File: src/rtl/rv_plic_gw_pkg.sv
// ----------------------------------------------------------------------------
// rv_plic_gw_pkg
// Shared types and defaults for the PLIC interrupt gateway.
//   - default source count, synchronizer depth and edge-counter width
//   - trigger mode enum (level / rising edge)
//   - packed per-source state {ip, ia, cnt}
//   - saturating counter update helper
// ----------------------------------------------------------------------------
package rv_plic_gw_pkg;

   localparam int N_SOURCE_DEF    = 37;
   localparam int SYNC_STAGES_DEF = 2;
   localparam int CNT_W_DEF       = 2;

   // Storage width of the edge counter field. The live range is limited to
   // 2**CNT_W-1 by saturation, so bits above CNT_W always stay zero.
   localparam int CNT_W_MAX       = 8;

   typedef enum logic {
      TRIG_LEVEL = 1'b0,
      TRIG_EDGE  = 1'b1
   } trig_mode_e;

   typedef struct packed {
      logic                 ip;   // pending, presented to the arbiter
      logic                 ia;   // in service: claimed, not yet completed
      logic [CNT_W_MAX-1:0] cnt;  // edges seen but not yet turned into ip
   } gw_state_t;

   // cnt + inc - dec, clamped to [0, max].
   function automatic logic [CNT_W_MAX-1:0] cnt_update(
      input logic [CNT_W_MAX-1:0] cnt,
      input logic                 inc,
      input logic                 dec,
      input int                   max
   );
      int tmp;
      tmp = int'(cnt) + int'(inc) - int'(dec);
      if (tmp < 0)   tmp = 0;
      if (tmp > max) tmp = max;
      return CNT_W_MAX'(tmp);
   endfunction

endpackage

File: src/rtl/rv_plic_gw_src.sv
// ----------------------------------------------------------------------------
// rv_plic_gw_src
// One interrupt source slice of the PLIC gateway: input synchronizer, rising
// edge detect, saturating edge counter, and the pending / in-service flops.
//   clk_i       clock
//   rst_i       asynchronous active-high reset
//   src_i       raw interrupt line (asynchronous to clk_i)
//   le_i        trigger mode: 1 = rising edge, 0 = level high
//   claim_i     claim pulse for this source
//   complete_i  complete pulse for this source
//   ip_o        registered pending bit
//   ia_o        registered in-service bit
// ----------------------------------------------------------------------------
module rv_plic_gw_src
   import rv_plic_gw_pkg::*;
#(
   parameter int SYNC_STAGES = SYNC_STAGES_DEF,
   parameter int CNT_W       = CNT_W_DEF
) (
   input  logic clk_i,
   input  logic rst_i,
   input  logic src_i,
   input  logic le_i,
   input  logic claim_i,
   input  logic complete_i,
   output logic ip_o,
   output logic ia_o
);

   localparam int CNT_MAX = (1 << CNT_W) - 1;

   logic [SYNC_STAGES-1:0] sync_q;
   logic                   s;
   logic                   s_q;
   gw_state_t              state_q;
   gw_state_t              state_d;
   trig_mode_e             mode;
   logic                   rise;
   logic                   elig;
   logic                   consume;
   logic                   set_level;

   assign s    = sync_q[SYNC_STAGES-1];
   assign mode = trig_mode_e'(le_i);

   // NOTE: every flop here is updated with <= so that all stages sample the
   // values from before the clock edge; blocking assignments would let the
   // synchronizer collapse into a single stage in simulation.
   always_ff @(posedge clk_i or posedge rst_i) begin
      if (rst_i) begin
         sync_q  <= '0;
         s_q     <= 1'b0;
         state_q <= '0;
      end else begin
         sync_q  <= {sync_q[SYNC_STAGES-2:0], src_i};
         s_q     <= s;
         state_q <= state_d;
      end
   end

   assign rise      = s & ~s_q;
   assign elig      = ~state_q.ip & ~state_q.ia;
   assign set_level = (mode == TRIG_LEVEL) & elig & s;
   // An edge event is either the edge arriving now or one counted earlier.
   assign consume   = (mode == TRIG_EDGE) & elig & (rise | (|state_q.cnt));

   // NOTE: state_d takes the full current state first, so any field not
   // explicitly updated below holds its value instead of inferring a latch.
   always_comb begin
      state_d = state_q;

      // Leaving edge mode discards counted edges; level mode keeps cnt at 0.
      if (mode == TRIG_EDGE) begin
         state_d.cnt = cnt_update(state_q.cnt, rise, consume, CNT_MAX);
      end else begin
         state_d.cnt = '0;
      end

      // ip and ia are never both set, so a claim against a pending request
      // and a complete against an in-service one cannot coincide; claim is
      // checked first so that it wins when both pulses arrive together.
      if (claim_i && state_q.ip) begin
         state_d.ip = 1'b0;
         state_d.ia = 1'b1;
      end else begin
         if (complete_i && state_q.ia) begin
            state_d.ia = 1'b0;
         end
         if (set_level || consume) begin
            state_d.ip = 1'b1;
         end
      end
   end

   assign ip_o = state_q.ip;
   assign ia_o = state_q.ia;

endmodule

File: src/rtl/rv_plic_gateway.sv
// ----------------------------------------------------------------------------
// rv_plic_gateway
// Interrupt gateway in front of the PLIC priority/threshold arbiter. Turns
// raw asynchronous interrupt lines into registered pending bits and enforces
// one outstanding request per source through the claim/complete handshake.
// Requires N_SOURCE >= 2 and SYNC_STAGES >= 2.
//   clk_i       clock
//   rst_i       asynchronous active-high reset
//   src_i       [N_SOURCE] raw interrupt lines
//   le_i        [N_SOURCE] trigger mode per source (1 = edge, 0 = level)
//   claim_i     [N_SOURCE] one-hot claim pulse from the register block
//   complete_i  [N_SOURCE] complete pulse from the register block
//   ip_o        [N_SOURCE] pending bits to the arbiter
//   ia_o        [N_SOURCE] in-service bits
// ----------------------------------------------------------------------------
module rv_plic_gateway
   import rv_plic_gw_pkg::*;
#(
   parameter int N_SOURCE    = N_SOURCE_DEF,
   parameter int SYNC_STAGES = SYNC_STAGES_DEF,
   parameter int CNT_W       = CNT_W_DEF
) (
   input  logic                clk_i,
   input  logic                rst_i,
   input  logic [N_SOURCE-1:0] src_i,
   input  logic [N_SOURCE-1:0] le_i,
   input  logic [N_SOURCE-1:0] claim_i,
   input  logic [N_SOURCE-1:0] complete_i,
   output logic [N_SOURCE-1:0] ip_o,
   output logic [N_SOURCE-1:0] ia_o
);

   for (genvar i = 0; i < N_SOURCE; i++) begin : g_src
      rv_plic_gw_src #(
         .SYNC_STAGES (SYNC_STAGES),
         .CNT_W       (CNT_W)
      ) u_src (
         .clk_i      (clk_i),
         .rst_i      (rst_i),
         .src_i      (src_i[i]),
         .le_i       (le_i[i]),
         .claim_i    (claim_i[i]),
         .complete_i (complete_i[i]),
         .ip_o       (ip_o[i]),
         .ia_o       (ia_o[i])
      );
   end

endmodule
File: config.mk
export PLATFORM = sky130hd
export DESIGN_NAME = rv_plic_gateway
export DESIGN_NICKNAME = d
export VERILOG_FILES = /design/src/rtl/rv_plic_gw_pkg.sv /design/src/rtl/rv_plic_gw_src.sv /design/src/rtl/rv_plic_gateway.sv
export SDC_FILE = /design/constraint.sdc
export NUM_CORES = 2
export LEC_CHECK = 0
export ABC_AREA = 1
export BUFFER_PORTS_ARGS = -buffer_cell sky130_fd_sc_hd__buf_2
export CAP_MARGIN = 20
export CORE_MARGIN = 1
export CORE_UTILIZATION = 56
export DETAILED_ROUTE_END_ITERATION = 16
export PLACE_DENSITY = 0.88
export SKIP_CTS_REPAIR_TIMING = 1
export SYNTH_ARGS = -nofsm -noshare
export SYNTH_HDL_FRONTEND = slang
export SYNTH_SLANG_ARGS = --single-unit
File: constraint.sdc
create_clock -name clk_i -period 15.2 [get_ports clk_i]
set_input_delay 0.76 -clock clk_i [delete_from_list [all_inputs] [get_ports clk_i]]
set_output_delay 0.76 -clock clk_i [all_outputs]
set_load 0.01 [all_outputs]
; Word-level counts from Yosys, hierarchy flattened
; Cells that the tools add are included.
[word_totals]
output_inout_bits = 74
regBits = 481
elab_cells = 1221
[classes]
order_cmp = 74
addsub = 74
n_mux = 259
reduce_logical = 222
bitwise_logic = 407
[ops]
columns = operator, count
row1 = $mux W32, 74
row2 = $gt A32 B3 Y1 const B, 37
row3 = $lt A32 B1 Y1 const B, 37
row4 = $sub A32 B2 Y32, 37
row5 = $mux W8, 74
row6 = $add A8 B1 Y9, 37
row7 = $reduce_or A8 Y1, 37
row8 = $and A1 B1 Y1, 222
row9 = $not A1 Y1, 148
row10 = $reduce_bool A2 Y1, 74
row11 = $logic_and A1 B1 Y1, 74
row12 = $mux W1, 74
row13 = $mux W2, 37
row14 = $logic_or A1 B1 Y1, 37
row15 = $or A1 B1 Y1, 37

; Logic depth before layout (Yosys ltp)
[logic_depth]
ltp_word = 11
depth_mapped = 25
depth_no_buf = 25

; Modules after synthesis
; From an unflattened synthesis, not the netlist that was laid out.
[unflattened]
hier_cells = 4995
area_unflattened_um2 = 36480.0
[by_module_without_submodules]
columns = mod, area_each_um2, seq_area_each_um2, cells_each, n_inst
row1 = rv_plic_gw_src, 985.9, 325.3, 135, 37

; Worst setup path before layout
; OpenSTA, ideal clock, no wires.
[synth_path]
path_type = in2reg
start = in le_i[25]
end = reg g_src[25].u_src.state_q[0] in the netlist's numbering
path_stages = 22
setup_slack_ns = 12.405
arrival_ns = 2.682
setup_time_ns = 0.113
path_buffers = 0
path_cell_list = nand2_1 a31oi_1 ha_1 ha_1 inv_1 nor2_1 nand2_1 nor2_1 nand3_1 nor2_1 ha_1 inv_1 nor2_1 o21ai_0 nor2_1 nand3_1 nor2_1 nand2_1 nor2_1 nand3_1 nand2_1 inv_1
[synth_rtl]
columns = element, line_no
row1 = from (decl), rv_plic_gateway.sv:26  ; input logic [N_SOURCE-1:0] le_i,
row2 = to (signal assigned), rv_plic_gw_src.sv:57  ; state_q <= state_d;
row3 = to (decl), rv_plic_gw_src.sv:35  ; gw_state_t state_q;

==> metrics.txt <==
# TYPE chip_impl_metric gauge
chip_impl_info{name="outcome",value="finished, final reports clean"} 1
chip_impl_info{name="worstPathCellList",value="inv_1, or2_2, inv_1, ha_1, ha_1, nand4_1, xor2_1, inv_1, nor2_1, nor4b_1, ha_1, inv_1, nor4_1, nand3_1, nor2_1, nand4_1, nand2_1, inv_1"} 1
chip_impl_metric{name="synthesized_cell_area",unit="um2"} 29690
chip_impl_metric{name="maxSlewHeadroom",unit=""} 0.2854
chip_impl_metric{name="antenna_left",unit=""} 0
chip_impl_metric{name="gpl.final_weighted_congestion",unit=""} 0.8546
chip_impl_metric{name="initial_utilization",unit=""} 0.5662
chip_impl_metric{name="area_growth_syn_to_layout",unit="%"} 13.55
chip_impl_metric{name="design.final.nets",unit=""} 4634
chip_impl_metric{name="timing.setup.tns",unit="ns"} 0
chip_impl_info{name="worst_setup_path_start_kind",value="flop"} 1
chip_impl_info{name="grt_busiest_layer",value="met2"} 1
chip_impl_metric{name="floorplan.die_area",unit="um2"} 53950
chip_impl_metric{name="ir_worst_vdd",unit="mV"} 0.1091
chip_impl_metric{name="timing_hold_violations_final",unit=""} 0
chip_impl_metric{name="r2r_slack",unit="ns"} 12.07
chip_impl_metric{name="final-seq-area",unit="um2"} 12040
chip_impl_metric{name="cellPowerDensity",unit="nW/um2"} 107.8
chip_impl_metric{name="core_area",unit="um2"} 52450
chip_impl_metric{name="leakage_power",unit="nW"} 17.75
chip_impl_metric{name="synth_enable_flop_cells",unit=""} 0
chip_impl_metric{name="reg2regPathDepth",unit=""} 18
chip_impl_metric{name="globalRouteMet3Util",unit=""} 0.03168
chip_impl_metric{name="skew_pair_late_insertion_delay",unit="ns"} 0.61
chip_impl_info{name="grt_setup_unrepaired",value="no"} 1
chip_impl_metric{name="antenna_found_initial",unit=""} 0
chip_impl_metric{name="timing.critical_path.buf_inv",unit=""} 5
chip_impl_metric{name="synth_async_reset_ratio",unit=""} 1.000
chip_impl_metric{name="pre_repair_dr_iteration_count",unit=""} 5
chip_impl_metric{name="fp-row-count",unit=""} 84
chip_impl_metric{name="cts.reportedPaths.clkPinSlew",unit="ns"} 0.06
chip_impl_info{name="crit_path_frequent_cell",value="inv_1"} 1
chip_impl_metric{name="total_number_of_yosys_warnings",unit=""} 0
chip_impl_metric{name="grt.met2_usage",unit=""} 0.3906
chip_impl_info{name="critPathTopFamily",value="simple AND/OR/NAND/NOR gates"} 1
chip_impl_metric{name="fin_worst_hold_slack",unit="ns"} 0.1986
chip_impl_metric{name="gr-usage-all-layers",unit=""} 0.2118
chip_impl_metric{name="worstMarginPinSlew",unit="ns"} 1.072
chip_impl_metric{name="timing.critical_path.slowest_cell_delay",unit="ns"} 0.37
chip_impl_metric{name="timing.critical_path.arrival",unit="ns"} 3.64
chip_impl_metric{name="port-buffer-count",unit=""} 223
chip_impl_info{name="worstSetupEndpointType",value="flop"} 1
chip_impl_info{name="reg2reg_to",value="g_src[13].u_src.state_q[1]"} 1
chip_impl_metric{name="final.fill_count",unit=""} 4190
chip_impl_metric{name="ys_seq_area_frac",unit=""} 0.4054
chip_impl_metric{name="floorplan.io_pins",unit=""} 224
chip_impl_metric{name="grt_first_pass_wirelength",unit="um"} 97750
chip_impl_metric{name="hpwlAfterDp",unit="um"} 42030
chip_impl_info{name="layout.cells.most_common_list",value="nand2_1 (880), inv_1 (627), dfrtp_1 (481), nor2_1 (387), nand3_1 (250)"} 1
chip_impl_metric{name="grtUsageMet1",unit=""} 0.2461
chip_impl_info{name="worstReg2RegStart",value="g_src[13].u_src.sync_q[1]"} 1
chip_impl_info{name="clock_tree_from_tritoncts",value="done"} 1
chip_impl_metric{name="detail_route.iter0.violations",unit=""} 1045
chip_impl_info{name="path_category_of_the_worst_min_delay_check",value="in -> async"} 1
chip_impl_metric{name="maximum_count_of_clock_buffers_along_a_single_path",unit=""} 3
chip_impl_metric{name="maxClockFrequency",unit="MHz"} 319.6
chip_impl_metric{name="drive_above_1_share",unit=""} 0.1290
chip_impl_metric{name="floorplan.die.height",unit="um"} 232.3
chip_impl_metric{name="setup-violations-final",unit=""} 0
chip_impl_metric{name="horiz_die_dim",unit="um"} 232.3
chip_impl_info{name="synth_top_flop_cell",value="dfrtp_1"} 1
chip_impl_metric{name="ratio_of_routed_vias_to_standard_cells",unit=""} 4.992
chip_impl_info{name="ctsRootBufferMaster",value="clkbuf_16"} 1
chip_impl_metric{name="final.period_utilization",unit=""} 0.2059
chip_impl_metric{name="route.final.wire_length",unit="um"} 56320
chip_impl_metric{name="maxCapViolCount",unit=""} 0
chip_impl_metric{name="multi_input_combinational_cell_area",unit="um2"} 15290
chip_impl_metric{name="netlist_instances",unit=""} 3885
chip_impl_metric{name="synth-seq-cells",unit=""} 481
chip_impl_metric{name="slew_violations",unit=""} 0
chip_impl_metric{name="global_route.overflow_total",unit=""} 0
chip_impl_info{name="layout_commonest_cell",value="nand2_1"} 1
chip_impl_metric{name="grt_start_max_net_pins",unit=""} 186
chip_impl_metric{name="cp.required",unit="ns"} 15.71
chip_impl_info{name="setup.worst_path.class",value="reg -> reg"} 1
chip_impl_metric{name="drc",unit=""} 0
chip_impl_metric{name="first_global_vias",unit=""} 23857
chip_impl_metric{name="finalClockSkew",unit="ns"} 0.02183
chip_impl_metric{name="finalWorstPathRequiredPeriod",unit="ns"} 3.129
chip_impl_info{name="critPathSlowestCell",value="dfrtp_1"} 1
chip_impl_metric{name="cts_buffers",unit=""} 52
chip_impl_metric{name="htree_num_levels",unit=""} 2
chip_impl_metric{name="antennaDiodeCount",unit=""} 0
chip_impl_metric{name="netlist-cell-type-count",unit=""} 44
chip_impl_metric{name="top_fanout_value_on_the_critical_path",unit=""} 4
chip_impl_metric{name="synth_area_per_cell",unit="um2"} 7.643
chip_impl_metric{name="drt-wirelength-per-cell",unit="um"} 11.20
chip_impl_metric{name="dr_total_vias",unit=""} 25110
chip_impl_metric{name="clock-sinks",unit=""} 481
layer usage:
layer,part of all wire,routed length [um]
met1,0.43,24230
met2,0.51,28490
met3,0.038,2118
met4,0.026,1479
met5,0,0
metrics by stage:
step / std cells / power (mW) / setup WS (ns) / util / instance area (um2)
after floorplan: 4106 / 2.197 / 1.019 / - / 30520
after global placement: 4933 / 2.284 / 12.06 / 0.6080 / 31890
after detailed placement: 4933 / 2.322 / 12.02 / 0.6080 / 31890
after CTS: 5030 / 3.671 / 12.05 / 0.6429 / 33720
after global routing: 5030 / 3.854 / 11.71 / 0.6429 / 33720
final: 5030 / 3.634 / 12.07 / 0.6429 / 33720
worst reg2reg max path, delay by kind of cell, from the launching register on:
kind	cells	cell delay, ns
xor+xnor	1	0.17
flops	1	0.37
buf+inv	5	0.24
simple gates	9	1.68
fa+ha+maj	3	0.58
layout make-up:
class | count | area share
clock buffers | 75 | 0.04501
clock inverters | 22 | 0.009203
inverters | 674 | 0.07526
multi-input cells | 2863 | 0.4536
flip-flops and latches | 481 | 0.3570
well taps | 688 | 0.02553
repair buffers | 227 | 0.03436
synth_stat cells, types with 53 or more instances:
library cell / n / area (um2)
a21oi_1: 74 / 370.4
a31oi_1: 53 / 331.6
buf_4: 88 / 660.6
dfrtp_1: 481 / 12040
ha_1: 185 / 2315
inv_1: 628 / 2357
nand2_1: 880 / 3303
nand3_1: 250 / 1251
nand4_1: 107 / 669.4
nor2_1: 387 / 1453
nor2_2: 56 / 350.3
nor3_1: 96 / 480.5
nor4_1: 77 / 481.7
o21ai_0: 111 / 555.5
xor2_1: 80 / 700.7
worst max-delay path by stage:
stage	cells after the start	start	slack (ns)	to
floorplan	1	rst_i	1.02	g_src[0].u_src.ia_o
global placement	4	rst_i	12.06	g_src[20].u_src.ia_o
detailed placement	4	rst_i	12.02	g_src[20].u_src.sync_q[0]
CTS	18	g_src[13].u_src.sync_q[1]	12.05	g_src[13].u_src.state_q[1]
global route	21	g_src[18].u_src.sync_q[1]	11.71	g_src[18].u_src.state_q[0]
finish	18	g_src[13].u_src.sync_q[1]	12.07	g_src[13].u_src.state_q[1]
logic make-up after synthesis:
group / synth area share
xor gates and xnor gates: 0.03354
and+or+nand+nor: 0.3211
buffers and inverters: 0.1075
adders and majority gates: 0.07796
DFF: 0.4054
AOI/OAI and AO/OA: 0.05440
other: 0.0001263
flip-flops by register name, indices dropped and copies added (netlist names):
| register | count |
|---|---|
| g_src.u_src.s_q | 37 |
| g_src.u_src.sync_q | 74 |
| g_src.u_src.state_q | 296 |
| g_src.u_src.ip_o | 37 |
| g_src.u_src.ia_o | 37 |
where the power goes:
group / internal [mW] / total [mW] / switching, mW / leakage, nW
combinational: 0.291 / 0.730 / 0.439 / 11.2
clock: 0.799 / 1.32 / 0.520 / 0.904
sequential: 1.43 / 1.58 / 0.154 / 5.63
total: 2.52 / 3.63 / 1.11 / 17.7
Power figures use the tool's default switching activity.
